**src/rtl/vram_arbiter.sv**
```systemverilog
// vram_arbiter: shares the SDRAM controller command port between VDP, aux requester and refresh
module vram_arbiter #(
    parameter int ADDR_W           = 23,
    parameter int REFRESH_INTERVAL = 810,
    parameter int REFRESH_EARLY    = 405,
    parameter int MAX_VDP_STREAK   = 4
) (
    input  logic              clk,
    input  logic              reset_n,
    input  logic              vdp_read,
    input  logic              vdp_write,
    input  logic [ADDR_W-1:0] vdp_addr,
    input  logic [31:0]       vdp_din,
    input  logic [1:0]        vdp_wr_size,
    output logic [31:0]       vdp_dout,
    output logic              vdp_ack,
    output logic              vdp_overrun,
    input  logic              aux_req,
    input  logic              aux_wr,
    input  logic [ADDR_W-1:0] aux_addr,
    input  logic [31:0]       aux_din,
    input  logic [1:0]        aux_wr_size,
    output logic [31:0]       aux_dout,
    output logic              aux_ack,
    output logic              mem_read,
    output logic              mem_write,
    output logic              mem_refresh,
    output logic [ADDR_W-1:0] mem_addr,
    output logic [31:0]       mem_din,
    output logic [1:0]        mem_wr_size,
    input  logic [31:0]       mem_dout,
    input  logic              mem_busy,
    input  logic              mem_enabled
);
    localparam int CNT_W = $clog2(REFRESH_INTERVAL + 1);
    localparam int STK_W = $clog2(MAX_VDP_STREAK + 1);
    localparam logic [1:0] G_NONE = 2'd0;
    localparam logic [1:0] G_VDP  = 2'd1;
    localparam logic [1:0] G_AUX  = 2'd2;
    localparam logic [1:0] G_REF  = 2'd3;

    typedef enum logic [2:0] {S_IDLE, S_ISSUE, S_WAIT_HI, S_WAIT_LO, S_DONE} state_t;

    state_t              state_q, state_d;
    logic [1:0]          owner_q, owner_d, sel;
    logic                wr_q, wr_d;
    logic [ADDR_W-1:0]   addr_q, addr_d;
    logic [31:0]         din_q, din_d;
    logic [1:0]          size_q, size_d;
    logic [31:0]         vdp_dout_q, vdp_dout_d, aux_dout_q, aux_dout_d;
    logic                pend_q, pend_d, pend_wr_q, pend_wr_d;
    logic [ADDR_W-1:0]   pend_addr_q, pend_addr_d;
    logic [31:0]         pend_din_q, pend_din_d;
    logic [1:0]          pend_size_q, pend_size_d;
    logic                overrun_q, overrun_d;
    logic [CNT_W-1:0]    cnt_q, cnt_d;
    logic [STK_W-1:0]    streak_q, streak_d;
    logic                strobe, grant, grant_vdp, grant_aux, issue, finish;

    assign strobe    = vdp_read | vdp_write;
    assign grant     = (state_q == S_IDLE) && mem_enabled && (sel != G_NONE);
    assign grant_vdp = grant && (sel == G_VDP);
    assign grant_aux = grant && (sel == G_AUX);
    assign issue     = state_q == S_ISSUE;
    assign finish    = (state_q == S_WAIT_LO) && !mem_busy;

    // Priority pick: urgent refresh, starved aux, VDP, aux, opportunistic refresh
    always_comb begin
        sel = (cnt_q >= CNT_W'(REFRESH_INTERVAL))                ? G_REF :
              (aux_req && (streak_q == STK_W'(MAX_VDP_STREAK)))  ? G_AUX :
              pend_q                                             ? G_VDP :
              aux_req                                            ? G_AUX :
              (cnt_q >= CNT_W'(REFRESH_EARLY))                   ? G_REF : G_NONE;
    end

    // Access sequencing: issue one pulse, then follow the controller's busy window
    always_comb begin
        state_d = state_q;
        case (state_q)
            S_IDLE:    if (grant) state_d = S_ISSUE;
            S_ISSUE:   state_d = S_WAIT_HI;
            S_WAIT_HI: if (mem_busy) state_d = S_WAIT_LO;
            S_WAIT_LO: if (finish) state_d = S_DONE;
            S_DONE:    state_d = S_IDLE;
            default:   state_d = S_IDLE;
        endcase
    end

    // Command latch for the winner; refresh leaves address/data untouched so they hold
    always_comb begin
        owner_d = owner_q;
        wr_d    = wr_q;
        addr_d  = addr_q;
        din_d   = din_q;
        size_d  = size_q;
        if (grant) begin
            owner_d = sel;
            wr_d    = (sel == G_VDP) ? pend_wr_q   : (sel == G_AUX) ? aux_wr      : 1'b0;
            addr_d  = (sel == G_VDP) ? pend_addr_q : (sel == G_AUX) ? aux_addr    : addr_q;
            din_d   = (sel == G_VDP) ? pend_din_q  : (sel == G_AUX) ? aux_din     : din_q;
            size_d  = (sel == G_VDP) ? pend_size_q : (sel == G_AUX) ? aux_wr_size : size_q;
        end
    end

    // VDP pending slot: a strobe always wins, a grant frees it, a strobe onto a live slot is an overrun
    always_comb begin
        pend_d      = strobe | (pend_q & ~grant_vdp);
        pend_wr_d   = strobe ? vdp_write   : pend_wr_q;
        pend_addr_d = strobe ? vdp_addr    : pend_addr_q;
        pend_din_d  = strobe ? vdp_din     : pend_din_q;
        pend_size_d = strobe ? vdp_wr_size : pend_size_q;
        overrun_d   = overrun_q | (strobe & pend_q & ~grant_vdp);
    end

    // Refresh age and VDP streak bookkeeping
    always_comb begin
        cnt_d    = mem_refresh ? '0 :
                   (cnt_q == CNT_W'(REFRESH_INTERVAL)) ? cnt_q : cnt_q + 1'b1;
        streak_d = (!aux_req || grant_aux) ? '0 :
                   (grant_vdp && (streak_q != STK_W'(MAX_VDP_STREAK))) ? streak_q + 1'b1 : streak_q;
    end

    // Read data capture on the cycle busy falls, so it is valid alongside the ack
    always_comb begin
        vdp_dout_d = (finish && !wr_q && (owner_q == G_VDP)) ? mem_dout : vdp_dout_q;
        aux_dout_d = (finish && !wr_q && (owner_q == G_AUX)) ? mem_dout : aux_dout_q;
    end

    // State registers
    always_ff @(posedge clk or negedge reset_n) begin
        if (!reset_n) begin
            state_q     <= S_IDLE;
            owner_q     <= G_NONE;
            wr_q        <= 1'b0;
            addr_q      <= '0;
            din_q       <= '0;
            size_q      <= '0;
            vdp_dout_q  <= '0;
            aux_dout_q  <= '0;
            pend_q      <= 1'b0;
            pend_wr_q   <= 1'b0;
            pend_addr_q <= '0;
            pend_din_q  <= '0;
            pend_size_q <= '0;
            overrun_q   <= 1'b0;
            cnt_q       <= '0;
            streak_q    <= '0;
        end else begin
            state_q     <= state_d;
            owner_q     <= owner_d;
            wr_q        <= wr_d;
            addr_q      <= addr_d;
            din_q       <= din_d;
            size_q      <= size_d;
            vdp_dout_q  <= vdp_dout_d;
            aux_dout_q  <= aux_dout_d;
            pend_q      <= pend_d;
            pend_wr_q   <= pend_wr_d;
            pend_addr_q <= pend_addr_d;
            pend_din_q  <= pend_din_d;
            pend_size_q <= pend_size_d;
            overrun_q   <= overrun_d;
            cnt_q       <= cnt_d;
            streak_q    <= streak_d;
        end
    end

    assign mem_read    = issue && (owner_q != G_REF) && !wr_q;
    assign mem_write   = issue && (owner_q != G_REF) && wr_q;
    assign mem_refresh = issue && (owner_q == G_REF);
    assign mem_addr    = addr_q;
    assign mem_din     = din_q;
    assign mem_wr_size = size_q;
    assign vdp_ack     = (state_q == S_DONE) && (owner_q == G_VDP);
    assign aux_ack     = (state_q == S_DONE) && (owner_q == G_AUX);
    assign vdp_dout    = vdp_dout_q;
    assign aux_dout    = aux_dout_q;
    assign vdp_overrun = overrun_q;

endmodule

```
**config.mk**
```make
export PLATFORM = sky130hd
export DESIGN_NAME = vram_arbiter
export DESIGN_NICKNAME = d
export VERILOG_FILES = /design/src/rtl/vram_arbiter.sv
export SDC_FILE = /design/constraint.sdc
export NUM_CORES = 1
export LEC_CHECK = 0
export ABC_AREA = 1
export BUFFER_PORTS_ARGS = -buffer_cell sky130_fd_sc_hd__buf_4
export CORE_MARGIN = 1
export CORE_UTILIZATION = 50
export DETAILED_ROUTE_END_ITERATION = 12
export PLACE_DENSITY = 0.89
export SYNTH_ARGS = -nofsm -noshare
export SYNTH_HDL_FRONTEND = slang
export SYNTH_SLANG_ARGS = --single-unit
```
**constraint.sdc**
```tcl
create_clock -name clk -period 4 [get_ports clk]
set_clock_uncertainty 0.2 [all_clocks]
set_input_delay 0.4 -clock clk [delete_from_list [all_inputs] [get_ports clk]]
set_output_delay 0.4 -clock clk [all_outputs]
set_load 0.02 [all_outputs]
```
== Yosys cells after proc, flatten, opt, wreduce, memory -nomap -nowiden ==
Index checks and enable logic that the tools add are counted.

* Flip-flop bits (word level): 200
* Output and inout bits: 127
* Logic and storage cells: 91
* Input port bits: 154

* Bitwise gates (word level): 7
* $lt $le $gt $ge: 2
* Reductions and logical operators: 26
* Mux-type cells: 21
* $add $sub $neg: 2
* Equal/unequal tests: 17

{| class="wikitable"
|+ Operators with widths
! operator !! count
|-
| 32-bit two-way mux || 2
|-
| 23-bit two-way mux || 2
|-
| 10-bit two-way mux || 2
|-
| 1-bit logical AND || 16
|-
| 3-bit two-way mux || 5
|-
| 2-bit two-way mux || 7
|-
| 3-bit case mux with 4 select lines || 1
|-
| 10-bit by 1-bit adder with 10-bit output, second input constant || 1
|-
| 10-bit == test, second input constant || 1
|-
| 10-bit >= comparator, second input constant || 1
|-
| 10-bit by 9-bit >= comparator with 1-bit output, second input constant || 1
|-
| 2-bit inequality test, second input constant || 5
|-
| 2-bit == test, second input constant || 3
|-
| 3-bit by 2-bit == test with 1-bit output, second input constant || 2
|-
| 3-bit == test, second input constant || 2
|-
| 2-bit nonzero test || 3
|-
| 2-bit by 1-bit == test with 1-bit output, second input constant || 2
|-
| 3-bit by 1-bit adder with 3-bit output, second input constant || 1
|-
| 1-bit bitwise AND || 3
|-
| 3-bit by 1-bit == test with 1-bit output, second input constant || 1
|-
| 1-bit logical NOT || 3
|-
| 3-bit logical NOT || 1
|-
| 3-bit inequality test, second input constant || 1
|-
| 1-bit bitwise OR || 3
|-
| other kinds (5) || 6
|}

== Logic depth before layout (Yosys ltp) ==
Gate-level depths: netlist (run 1).

* Word-level depth: 12
* Gate-level depth with buffers: 18
* Depth with buffers taken out: 18

== Least setup slack after synthesis (run 1) ==
No wires, ideal clock.

* Kind: register to register
* Start point: reg cnt_q[0]
* End point: reg size_q[0], in the netlist mem_wr_size[0]
* Stages on the path, launching flop included: 15
* Arrival: 2351 ps
* Slack: 1339 ps
* Library setup time: 110 ps
* Clock period less this slack: 2661 ps
* Required time: 3690 ps
* Path buffers: 2
* Cell sequence: dfrtp_1 -> inv_1 -> ha_1 -> or2_2 -> nand3_1 -> nand2_1 -> inv_1 -> nand3_1 -> inv_1 -> ha_1 -> inv_1 -> clkbuf_1 -> clkbuf_1 -> o21ai_0 -> o41ai_1

* Longest elaborated chain between the ends: 9
* Elaborated cells on any way between the ends: 14
* Those cells by class: order compare (2); eq/ne (2); mux (6); reduce/logical (4)

{| class="wikitable"
|+ Ends and longest elaborated chain
! item !! RTL line !! RTL
|-
| start, declared || 56 || <nowiki>logic [CNT_W-1:0] cnt_q, cnt_d;</nowiki>
|-
| start signal, assigned || 163 || <nowiki>cnt_q <= cnt_d;</nowiki>
|-
| 10-bit by 9-bit >= comparator with 1-bit output || 73 || <nowiki>(cnt_q >= CNT_W'(REFRESH_EARLY)) ? G_REF : G_NONE;</nowiki>
|-
| 2-bit two-way mux || 73 ||
|-
| 2-bit two-way mux || 72 || <nowiki>aux_req ? G_AUX :</nowiki>
|-
| 2-bit two-way mux || 71 || <nowiki>pend_q ? G_VDP :</nowiki>
|-
| 2-bit two-way mux || 70 || <nowiki>(aux_req && (streak_q == STK_W'(MAX_VDP_STREAK))) ? G_AUX :</nowiki>
|-
| 2-bit two-way mux (*) || 69 || <nowiki>sel = (cnt_q >= CNT_W'(REFRESH_INTERVAL)) ? G_REF :</nowiki>
|-
| net sel[0] || 45 || <nowiki>logic [1:0] owner_q, owner_d, sel;</nowiki>
|-
| 2-bit by 1-bit == test with 1-bit output (tied with other cells) || 101 || <nowiki>size_d = (sel == G_VDP) ? pend_size_q : (sel == G_AUX) ? aux_wr_size : size_q;</nowiki>
|-
| 2-bit nonzero test (no line) / 1-bit logical AND (equally long branches) || n/a ||
|-
| 2-bit AND reduction (no line) || n/a ||
|-
| end signal, assigned || 154 || <nowiki>size_q <= size_d;</nowiki>
|-
| end, declared || 49 || <nowiki>logic [1:0] size_q, size_d;</nowiki>
|}

The timed path passes the listed nets; every way through them passes the cells marked *.
A chain may end at the register's enable or synchronous reset.

== Worst setup path in the final report (run 1) ==
* Start point: reg cnt_q[0]
* End point: reg addr_q[22], in the netlist mem_addr[22]

* Longest elaborated chain between the ends: 9
* Elaborated cells on any way between the ends: 14
* Those cells by class: order compare (2); eq/ne (2); mux (6); reduce/logical (4)

{| class="wikitable"
|+ Ends and longest elaborated chain
! item !! RTL line !! RTL
|-
| 10-bit by 9-bit >= comparator with 1-bit output || 73 ||
|-
| 2-bit two-way mux || 73 ||
|-
| 2-bit two-way mux || 72 ||
|-
| 2-bit two-way mux || 71 ||
|-
| 2-bit two-way mux || 70 ||
|-
| 2-bit two-way mux (*) || 69 ||
|-
| net sel[0] || 45 ||
|-
| 2-bit by 1-bit == test with 1-bit output (tied with other cells) || 99 || <nowiki>addr_d = (sel == G_VDP) ? pend_addr_q : (sel == G_AUX) ? aux_addr : addr_q;</nowiki>
|-
| 2-bit nonzero test (no line) / 1-bit logical AND (equally long branches) || n/a ||
|-
| 2-bit AND reduction (no line) || n/a ||
|-
| end signal, assigned || 152 || <nowiki>addr_q <= addr_d;</nowiki>
|-
| end, declared || 47 || <nowiki>logic [ADDR_W-1:0] addr_q, addr_d;</nowiki>
|}

Marked as above.

==> flow_summary.ini, run 1 <==
[power_and_ir_drop]
irDropWorstVdd_v = 0.000360
power_density_nw_per_um2 = 633
power.internal_w = 0.00475
combPwrFrac_pct = 38.0
power_switching_w = 0.00296
switching_share_pct = 38.4
seqPwrFrac_pct = 38.6
p_leak_nw = 5.97
pwr-share-clk_pct = 23.3

[sta]
fmax_mhz = 296
rsz0062_at_grt = false
setup_ws_ns = 0.626
setup_tns_ns = 0
timing.final.crit_share_pct = 84.4
drv_slew = 0
slew_headroom_pct = 29.4
hold_violations = 0
fin_crit_ns = 3.37
tightest_slew_ns = 1.06
hold_ws_ns = 0.0139
setup_viol = 0

[logic_synthesis]
synth.most_common_cell = dfrtp_1
yosysUniqueCellTypes = 29
ys_warn_count = 0
synth.ff_latch_count = 200
synthesis.nets = 1029
syn_area_um2 = 8870
synth.top_cell.area_share_pct = 56.4
netlist_instances = 866
synthFlopType = dfrtp_1
synth_edf_count = 0
synth_area_leaders = dfrtp_1 (56%), mux2_2 (7.4%), nor2_1 (5.7%)
synth_common_cells = dfrtp_1 (200), nor2_1 (134), nand2_1 (105)
async_flop_share_pct = 100
avgSynthCellArea_um2 = 10.2
synth_largest_area_cell = dfrtp_1
ys_seq_area_share_pct = 56.4

[critical_path]
cp-end-kind = flip-flop
cp-start-kind = flip-flop
cp_max_fo = 32
crit_type = reg2reg
crit_arrival_ns = 3.44
required_ns = 4.07

[die]
die_h_um = 135
die_area_um2 = 18300
ios = 281
start_util_pct = 51.3
coreArea_um2 = 17300
die_w_um = 135
row_count = 48

[detailed_routing]
wl_per_cell_um = 17.7
drc = 0
ant_nets = 0
first_pass_iters = 5
route.vias.total = 7674
dr.first_iter.drc_count = 561
wl_mm = 24.9
via_per_inst = 5.44

[final_layout]
nets = 1334
area_growth_pct = 37.1
drive_gt1_share_pct = 35.0

[grt]
grtUsageTotal_pct = 27.6
grt_pass1_wl_mm = 39.1
first_global_vias = 7781
antenna_found_initial = 1
grt_max_degree = 115
grt_overflow = 0

[clocking]
cts_tree = built
ctsHoldBuffers = 52
cts_resized = 0
cts_setup_buffers = 0
clk_pin_slew_ns = 0.08
clock_latency_ns = 0.43
htreeDepth = 4
cts_buffers = 17
cts-root-buf = clkbuf_16
cts_buffer_depth = 2
cts.sinks = 200

[placed_design]
port_buffers = 280
dp_hpwl_mm = 16.0
dp_slack_ns = 0.747
routabilityCongestion = 0.862

[worst_hold_path]
min_path_type = in2reg

[outcome]
outcome = complete, no violations

[flow_run]
max-cap-violations = 0
[final timing paths]
check | start | endpoint | slack [ns] | cells past startpoint
min | vdp_din[28] | pend_din_q[28] | 0.01 | 2
max | cnt_q[0] | mem_addr[22] | 0.63 | 12
min in group asynchronous | reset_n | pend_din_q[15] | 0.38 | 2
max in group asynchronous | reset_n | vdp_dout[22] | 2.21 | 3
min reg2reg | vdp_dout[7] | vdp_dout[7] | 0.30 | 2
max reg2reg | cnt_q[0] | mem_addr[22] | 0.63 | 12
[worst max-delay path, stage by stage (launching register included)]
cell and delay (ns):
dfrtp_1 0.40, inv_1 0.10, ha_1 0.21, or2_2 0.27
nand3_1 0.08, nand2_1 0.06, inv_1 0.05, nand3_1 0.13
ha_2 0.24, inv_2 0.45, buf_4 0.32, nor2_1 0.06
o41ai_1 0.61
[state kept, by name, indices dropped and copies added (netlist names), 2 cells and up]
signal	flops
owner_q	2
mem_wr_size	2
pend_size_q	2
mem_din	32
state_q	3
pend_din_q	32
mem_addr	23
streak_q	3
aux_dout	32
vdp_dout	32
cnt_q	10
pend_addr_q	23
[cell usage in the layout (no fill, tap or decap), drive strengths merged, types with 3 or more instances in the layout]
cell type,count
a21oi,5
buf,287
clkbuf,19
clkinv,5
dfrtp,200
dlygate4sd3,53
ha,9
inv,75
mux2,58
nand2,105
nand3,19
nor2,135
nor3,8
o21ai,131
o21bai,3
o41ai,57
xor2,4
[power by group through the flow]
stage / logic, W / clock network, W / registers (W)
6_report: 0.00293 / 0.00180 / 0.00298
5_1_grt: 0.00316 / 0.00189 / 0.00303
4_1_cts: 0.00292 / 0.00181 / 0.00295
3_5_place_dp: 0.00286 / 0 / 0.00298
3_3_place_gp: 0.00274 / 0 / 0.00296
2_1_floorplan: 0.00119 / 0 / 0.00344
[layer usage]
metal / GRT usage, % / vias up / part of all wire, %
met5: 0 / - / 0
met4: 14.2 / 0 / 4.5
met3: 7.59 / 79 / 7.1
met2: 46.0 / 348 / 51
met1: 32.6 / 3697 / 38
li1: - / 3550 / -
[layout make-up]
| cell class | instances | area, µm² |
|---|---|---|
| fillers | 1171 | 5130 |
| flip-flops and latches | 200 | 5000 |
| multi-input cells | 542 | 3270 |
| repair buffers | 341 | 2720 |
| clock buffers | 18 | 429 |
| well taps | 225 | 282 |
| inverters | 69 | 259 |
| clock inverters | 14 | 186 |
| diodes | 2 | 5.00 |
[cells by family after synthesis]
logic type / after synthesis / synth area share (%)
adders and majority gates: 9 / 1.27
muxes: 58 / 7.36
DFF: 200 / 56.4
AOI/OAI and AO/OA: 199 / 14.9
and+or+nand+nor: 272 / 12.8
buffers and inverters: 124 / 6.84
xor gates and xnor gates: 4 / 0.395
[through the flow]
step	power, W	utilization [%]	cell area [µm²]	instances
global route	0.00809	70.3	12200	1410
CTS	0.00768	70.2	12100	1408
floorplan	0.00463	-	8870	866
global placement	0.00571	63.7	11000	1324
detailed placement	0.00583	63.7	11000	1324
finish	0.00770	70.3	12200	1411
Note: power is estimated with default switching activity, not from simulation.
==> run 2: changes to the inputs <==
--- a/config.mk
+++ b/config.mk
@@ -8,9 +8,9 @@
 export ABC_AREA = 1
 export BUFFER_PORTS_ARGS = -buffer_cell sky130_fd_sc_hd__buf_4
 export CORE_MARGIN = 1
-export CORE_UTILIZATION = 50
+export CORE_UTILIZATION = 46
 export DETAILED_ROUTE_END_ITERATION = 12
-export PLACE_DENSITY = 0.89
+export PLACE_DENSITY = 0.86
 export SYNTH_ARGS = -nofsm -noshare
 export SYNTH_HDL_FRONTEND = slang
 export SYNTH_SLANG_ARGS = --single-unit
==> constraint.sdc (replaced) <==
create_clock -name clk -period 3.01 [get_ports clk]
set_clock_uncertainty 0.2 [all_clocks]
set_input_delay 0.301 -clock clk [delete_from_list [all_inputs] [get_ports clk]]
set_output_delay 0.301 -clock clk [all_outputs]
set_load 0.02 [all_outputs]
==> run 2 against run 1 <==
Net effect:
- cell area increased by 10%
- critical endpoint is now mem_din[20]
- first-iteration DRC count increased by 15%
- utilization increased by 0.82 points
- die area increased by 8.6%
- register-to-register slack got worse by 0.43 ns
- non-clock buffer count increased by 104
- critical path depth increased by 4
==> flow_summary.ini, run 2 (synthesis results as in run 1) <==
[worst_hold_path]
hold_end = mem_din[3]
hold_path.startpoint = aux_din[3]
holdPathStages = 3
min_path_type = in2reg

[critical_path]
cp_num_buf_inv = 5
timing.rr.start = cnt_q[1]
reg2reg_to = mem_din[20]
crit_type = reg2reg
critPathSlowestCell = dfrtp_1
reg2regPathDepth = 16
cp-end-kind = flip-flop
cp-start-kind = flip-flop
crit_arrival_ns = 2.93
worstPathCellList = inv_1 > ha_1 > inv_1 > nand2_1 > nand3_1 > nand2_1 > nand2_1 > nand3_1 > inv_1 > ha_1 > nor2_4 > nand3_4 > buf_4 > clkbuf_16 > o21ai_0 > o41ai_1
cpPeakStageDelay_ns = 0.43
required_ns = 3.12
regToRegSetupSlack_ns = 0.20
cp_max_fo = 31
worst_path_dominant_cell_family = simple AND/OR/NAND/NOR gates

[clocking]
clock_latency_ns = 0.43
cts_tree = built
cts-root-buf = clkbuf_16
clk_pin_slew_ns = 0.09
cts_buffers = 17
cts.sinks = 200
htreeDepth = 4
cts_buffer_depth = 2

[grt]
grt_overflow = 0
antenna_found_initial = 1
grtUsageTotal_pct = 29.7
grt_pass1_wl_mm = 45.8
first_global_vias = 8965
grt_max_degree = 115

[sta]
timing.final.crit_share_pct = 93.5
slew_headroom_pct = 50.0
fin_crit_ns = 2.81
setup_viol = 0
hold_violations = 0
drv_slew = 0
tightest_slew_ns = 0.750
hold_ws_ns = 0.00315
fmax_mhz = 355

[placed_design]
routabilityCongestion = 0.840
dp_hpwl_mm = 16.2
placed_area_um2 = 11200
port_buffers = 280

[die]
coreArea_um2 = 18800
die_w_um = 141
ios = 281
start_util_pct = 47.1
die_area_um2 = 19900
row_count = 50
die_h_um = 141

[detailed_routing]
via_per_inst = 5.50
wl_per_cell_um = 19.1
route.vias.total = 8521
ant_nets = 0
drc = 0
dr.first_iter.drc_count = 647
wl_mm = 29.6
first_pass_iters = 7

[final_layout]
layout_commonest_cell = buf_4
final_cell_mix = buf_4 (290), dfrtp_1 (200), dlygate4sd3_1 (145)
seq_area_um2 = 5000
fill_cells = 1184
fin_area_um2 = 13400
multi_input_area_um2 = 3310
drive_gt1_share_pct = 33.5
nets = 1438
area_growth_pct = 51.0
post-route-util_pct = 71.1

[outcome]
outcome = complete, no violations

[power_and_ir_drop]
power_density_nw_per_um2 = 803
irDropWorstVdd_v = 0.000472
p_leak_nw = 6.48
power_w = 0.0108

[flow_run]
max-cap-violations = 0
-- run 2: cell count changes in the layout (fill, tap and decap cells not counted), moves of 3 or more --
cell,previous run,this run
buf_4,285,290
dlygate4sd3_1,53,145
o41ai_1,55,52
buf_12,2,5
clkinv_4,3,0
-- run 2: cell type report --
class | count | share of cell area [%]
Sequential cell | 200 | 37.4
Timing Repair Buffer | 445 | 28.7
Inverter | 69 | 1.93
Tap cell | 260 | 2.43
Multi-Input combinational cell | 542 | 24.7
Clock buffer | 17 | 3.18
Clock inverter | 15 | 1.63
Antenna cell | 1 | 0.0187
-- run 2: how the worst max path moves through the flow --
stage          startpoint  cells past startpoint        endpoint
2_1_floorplan    cnt_q[0]                     14  mem_wr_size[0]
3_3_place_gp     cnt_q[0]                     14    mem_addr[20]
3_5_place_dp     cnt_q[0]                     14     mem_addr[8]
4_1_cts          cnt_q[0]                     14     mem_addr[8]
5_1_grt          cnt_q[6]                     15     mem_din[20]
6_report         cnt_q[1]                     16     mem_din[20]
-- run 2: layer usage --
layer | wire length [µm] | up-vias | global-route usage, %
met5 | 0 | - | 0
met4 | 1650 | 0 | 17.7
met3 | 2320 | 133 | 8.32
met2 | 15200 | 502 | 51.5
met1 | 10400 | 4134 | 32.4
li1 | - | 3752 | -
-- run 2: stage by stage --
stage	TNS (ns)	std cells	setup WS, ns
2_1_floorplan	0	866	0.349
3_3_place_gp	0	1368	0.432
3_5_place_dp	0	1368	0.249
4_1_cts	0	1545	0.215
5_1_grt	-0.0352	1549	-0.0352
6_report	0	1549	0.196
-- run 2: worst reg2reg max path, delay by kind of cell (launching register included) --
family / cells / cell delay (ns)
DFF: 1 / 0.43
buffers and inverters: 5 / 0.64
AOI/OAI and AO/OA: 2 / 0.37
and+or+nand+nor: 7 / 0.70
adders and majority gates: 2 / 0.38
-- run 2: report_power, final --
group          switching (W)  internal, W  total (W)
sequential          0.000545      0.00343    0.00398
combinational        0.00248      0.00180    0.00428
clock                0.00120      0.00130    0.00250
total                0.00423      0.00653     0.0108
-- run 2: repair_timing --
| item | CTS | global route |
|---|---|---|
| setup endpoints to repair | 0 | 12 |
| endpoints found under the hold margin | 263 | 0 |
| setup buffers | 0 | 1 |
| hold buffers | 145 | 0 |
| gates resized for setup | 0 | 11 |
==> run 3: changes to the inputs <==
==> config.mk (replaced) <==
export PLATFORM = sky130hd
export DESIGN_NAME = vram_arbiter
export DESIGN_NICKNAME = d
export VERILOG_FILES = /design/src/rtl/vram_arbiter.sv
export SDC_FILE = /design/constraint.sdc
export NUM_CORES = 1
export LEC_CHECK = 0
export ABC_AREA = 1
export CORE_MARGIN = 1
export CORE_UTILIZATION = 50
export DETAILED_ROUTE_END_ITERATION = 12
export DONT_BUFFER_PORTS = 1
export PLACE_DENSITY = 0.78
export SYNTH_ARGS = -nofsm -noshare
export SYNTH_HDL_FRONTEND = slang
export SYNTH_SLANG_ARGS = --single-unit
==> run 3 against run 2 <==
Net effect:
- the flow now finishes with violations (hold timing)
- utilization decreased by 6.1 points
- register-to-register slack got worse by 0.06 ns
- cell area decreased by 16%
- hold slack got worse by 0.64 ns
- combinational power decreased by 46%
- flip-flop and latch count unchanged
- largest cell class unchanged
- first-iteration DRC count decreased by 26%
- worst setup slack got worse by 0.060 ns
- count of clock-buffer cells in the layout unchanged
- die area decreased by 7.9%
- power decreased by 12%
- clock power decreased by 6%
==> flow_summary.ini, run 3 (synthesis results as in run 1) <==
[sta]
hold_violations = 200
setup_viol = 0
timing.final.crit_share_pct = 95.5
rsz0062_at_grt = true
tightest_slew_ns = 0.760
drv_slew = 0
fin_crit_ns = 2.87
slew_headroom_pct = 49.0
hold_ws_ns = -0.641
fmax_mhz = 348

[die]
die_w_um = 135
ios = 281
coreArea_um2 = 17300
row_count = 48
die_h_um = 135
start_util_pct = 51.3
die_area_um2 = 18300

[critical_path]
regToRegSetupSlack_ns = 0.14
cpPeakStageDelay_ns = 0.42
reg2regPathDepth = 12
crit_type = reg2reg
cp_num_buf_inv = 4
required_ns = 3.10
cp_max_fo = 27
worstPathCellList = inv_1 > ha_1 > or2_2 > nand3_1 > nand2_1 > inv_1 > nand3_1 > ha_2 > inv_2 > clkbuf_16 > nor2_1 > o41ai_1
cp-end-kind = flip-flop
timing.rr.start = cnt_q[0]
crit_arrival_ns = 2.97
critPathSlowestCell = o41ai_1
cp-start-kind = flip-flop
worst_path_dominant_cell_family = simple AND/OR/NAND/NOR gates
reg2reg_to = mem_din[22]

[clocking]
clock_latency_ns = 0.43
cts_buffer_depth = 2
htreeDepth = 4
clk_pin_slew_ns = 0.08
cts-root-buf = clkbuf_16
cts_tree = built
ctsHoldBuffers = 151
cts.sinks = 200
cts_buffers = 17

[detailed_routing]
first_pass_iters = 7
via_per_inst = 5.82
wl_per_cell_um = 19.9
route.vias.total = 7201
dr.first_iter.drc_count = 482
drc = 0
ant_nets = 0
wl_mm = 24.6

[grt]
grt_pass1_wl_mm = 37.5
grtUsageTotal_pct = 26.5
first_global_vias = 7486
grt_max_degree = 201
grt_overflow = 0
antenna_found_initial = 0

[power_and_ir_drop]
power_density_nw_per_um2 = 838
irDropWorstVdd_v = 0.000480
p_leak_nw = 5.09
power_w = 0.00942

[final_layout]
final_cell_mix = dfrtp_1 (200), dlygate4sd3_1 (151), nor2_1 (132)
layout_commonest_cell = dfrtp_1
nets = 1163
diodes = 0
stdcell_count = 1238
area_growth_pct = 26.7
drive_gt1_share_pct = 15.3
post-route-util_pct = 65.0

[placed_design]
port_buffers = 0
dp_hpwl_mm = 13.7
place_inst = 1051
routabilityCongestion = 0.811

[flow_run]
max-cap-violations = 0

[outcome]
outcome = finished, violations left
violations = hold timing

[worst_hold_path]
min_path_type = in2async
-- run 3: cell count changes in the layout (fill, tap and decap cells not counted), sizes merged, moves of 2 or more --
cell         delta
dlygate4sd3     +6
buf           -281
clkbuf          -2
clkinv          +2
nand3           +2
-- run 3: worst max-delay path by stage --
stage / slack, ns / endpoint / from / cells past startpoint
3_5_place_dp: 0.09 / streak_q[0] / cnt_q[0] / 17
6_report: 0.14 / mem_din[22] / cnt_q[0] / 12
4_1_cts: 0.08 / mem_din[23] / cnt_q[0] / 14
3_3_place_gp: 0.24 / streak_q[0] / cnt_q[0] / 17
5_1_grt: -0.09 / mem_din[22] / cnt_q[0] / 12
2_1_floorplan: 0.35 / mem_wr_size[0] / cnt_q[0] / 14
-- run 3: through the flow --
stage / area (µm²) / setup TNS (ns) / worst slack (ns) / hold WS (ns)
after detailed placement: 8990 / 0 / 0.0872 / -0.192
after global placement: 8990 / 0 / 0.243 / -0.190
after CTS: 11100 / 0 / 0.0774 / -0.661
after floorplan: 8870 / 0 / 0.349 / -0.195
final: 11200 / 0 / 0.136 / -0.641
after global routing: 11200 / -0.259 / -0.0915 / -0.671
-- run 3: repair_timing --
action                                  in CTS  in global routing
hold endpoints to repair                   385                200
endpoints found under the setup margin       0                 61
buffers inserted                             0                  1
gates resized for setup                      0                 25
-- run 3: layer usage --
layer / vias to the layer above / wire length, µm / track usage [%]
li1: 3215 / - / -
met3: 89 / 1840 / 7.78
met5: - / 0 / 0
met1: 3513 / 9050 / 29.3
met4: 0 / 1090 / 15.1
met2: 384 / 12700 / 45.5
-- run 3: worst register-to-register path, stage by stage, from the launching register on --
cell	delay (ns)
dfrtp_1	0.41
inv_1	0.11
ha_1	0.22
or2_2	0.27
nand3_1	0.08
nand2_1	0.07
inv_1	0.05
nand3_1	0.12
ha_2	0.28
inv_2	0.18
clkbuf_16	0.26
nor2_1	0.09
o41ai_1	0.42
-- run 3: cell type report --
type / count / area [µm²]
fill: 1231 / 6050
sequential: 200 / 5000
multi-input combinational: 544 / 3350
timing repair buffer: 168 / 1740
clock buffer: 17 / 425
tap: 225 / 282
inverter: 69 / 259
clock inverter: 15 / 181
-- run 3: power breakdown --
group	internal [W]	switching [W]	total [W]
Clock	0.00120	0.00114	0.00234
Combinational	0.000963	0.00134	0.00230
Sequential	0.00343	0.00135	0.00478
Total	0.00559	0.00383	0.00942
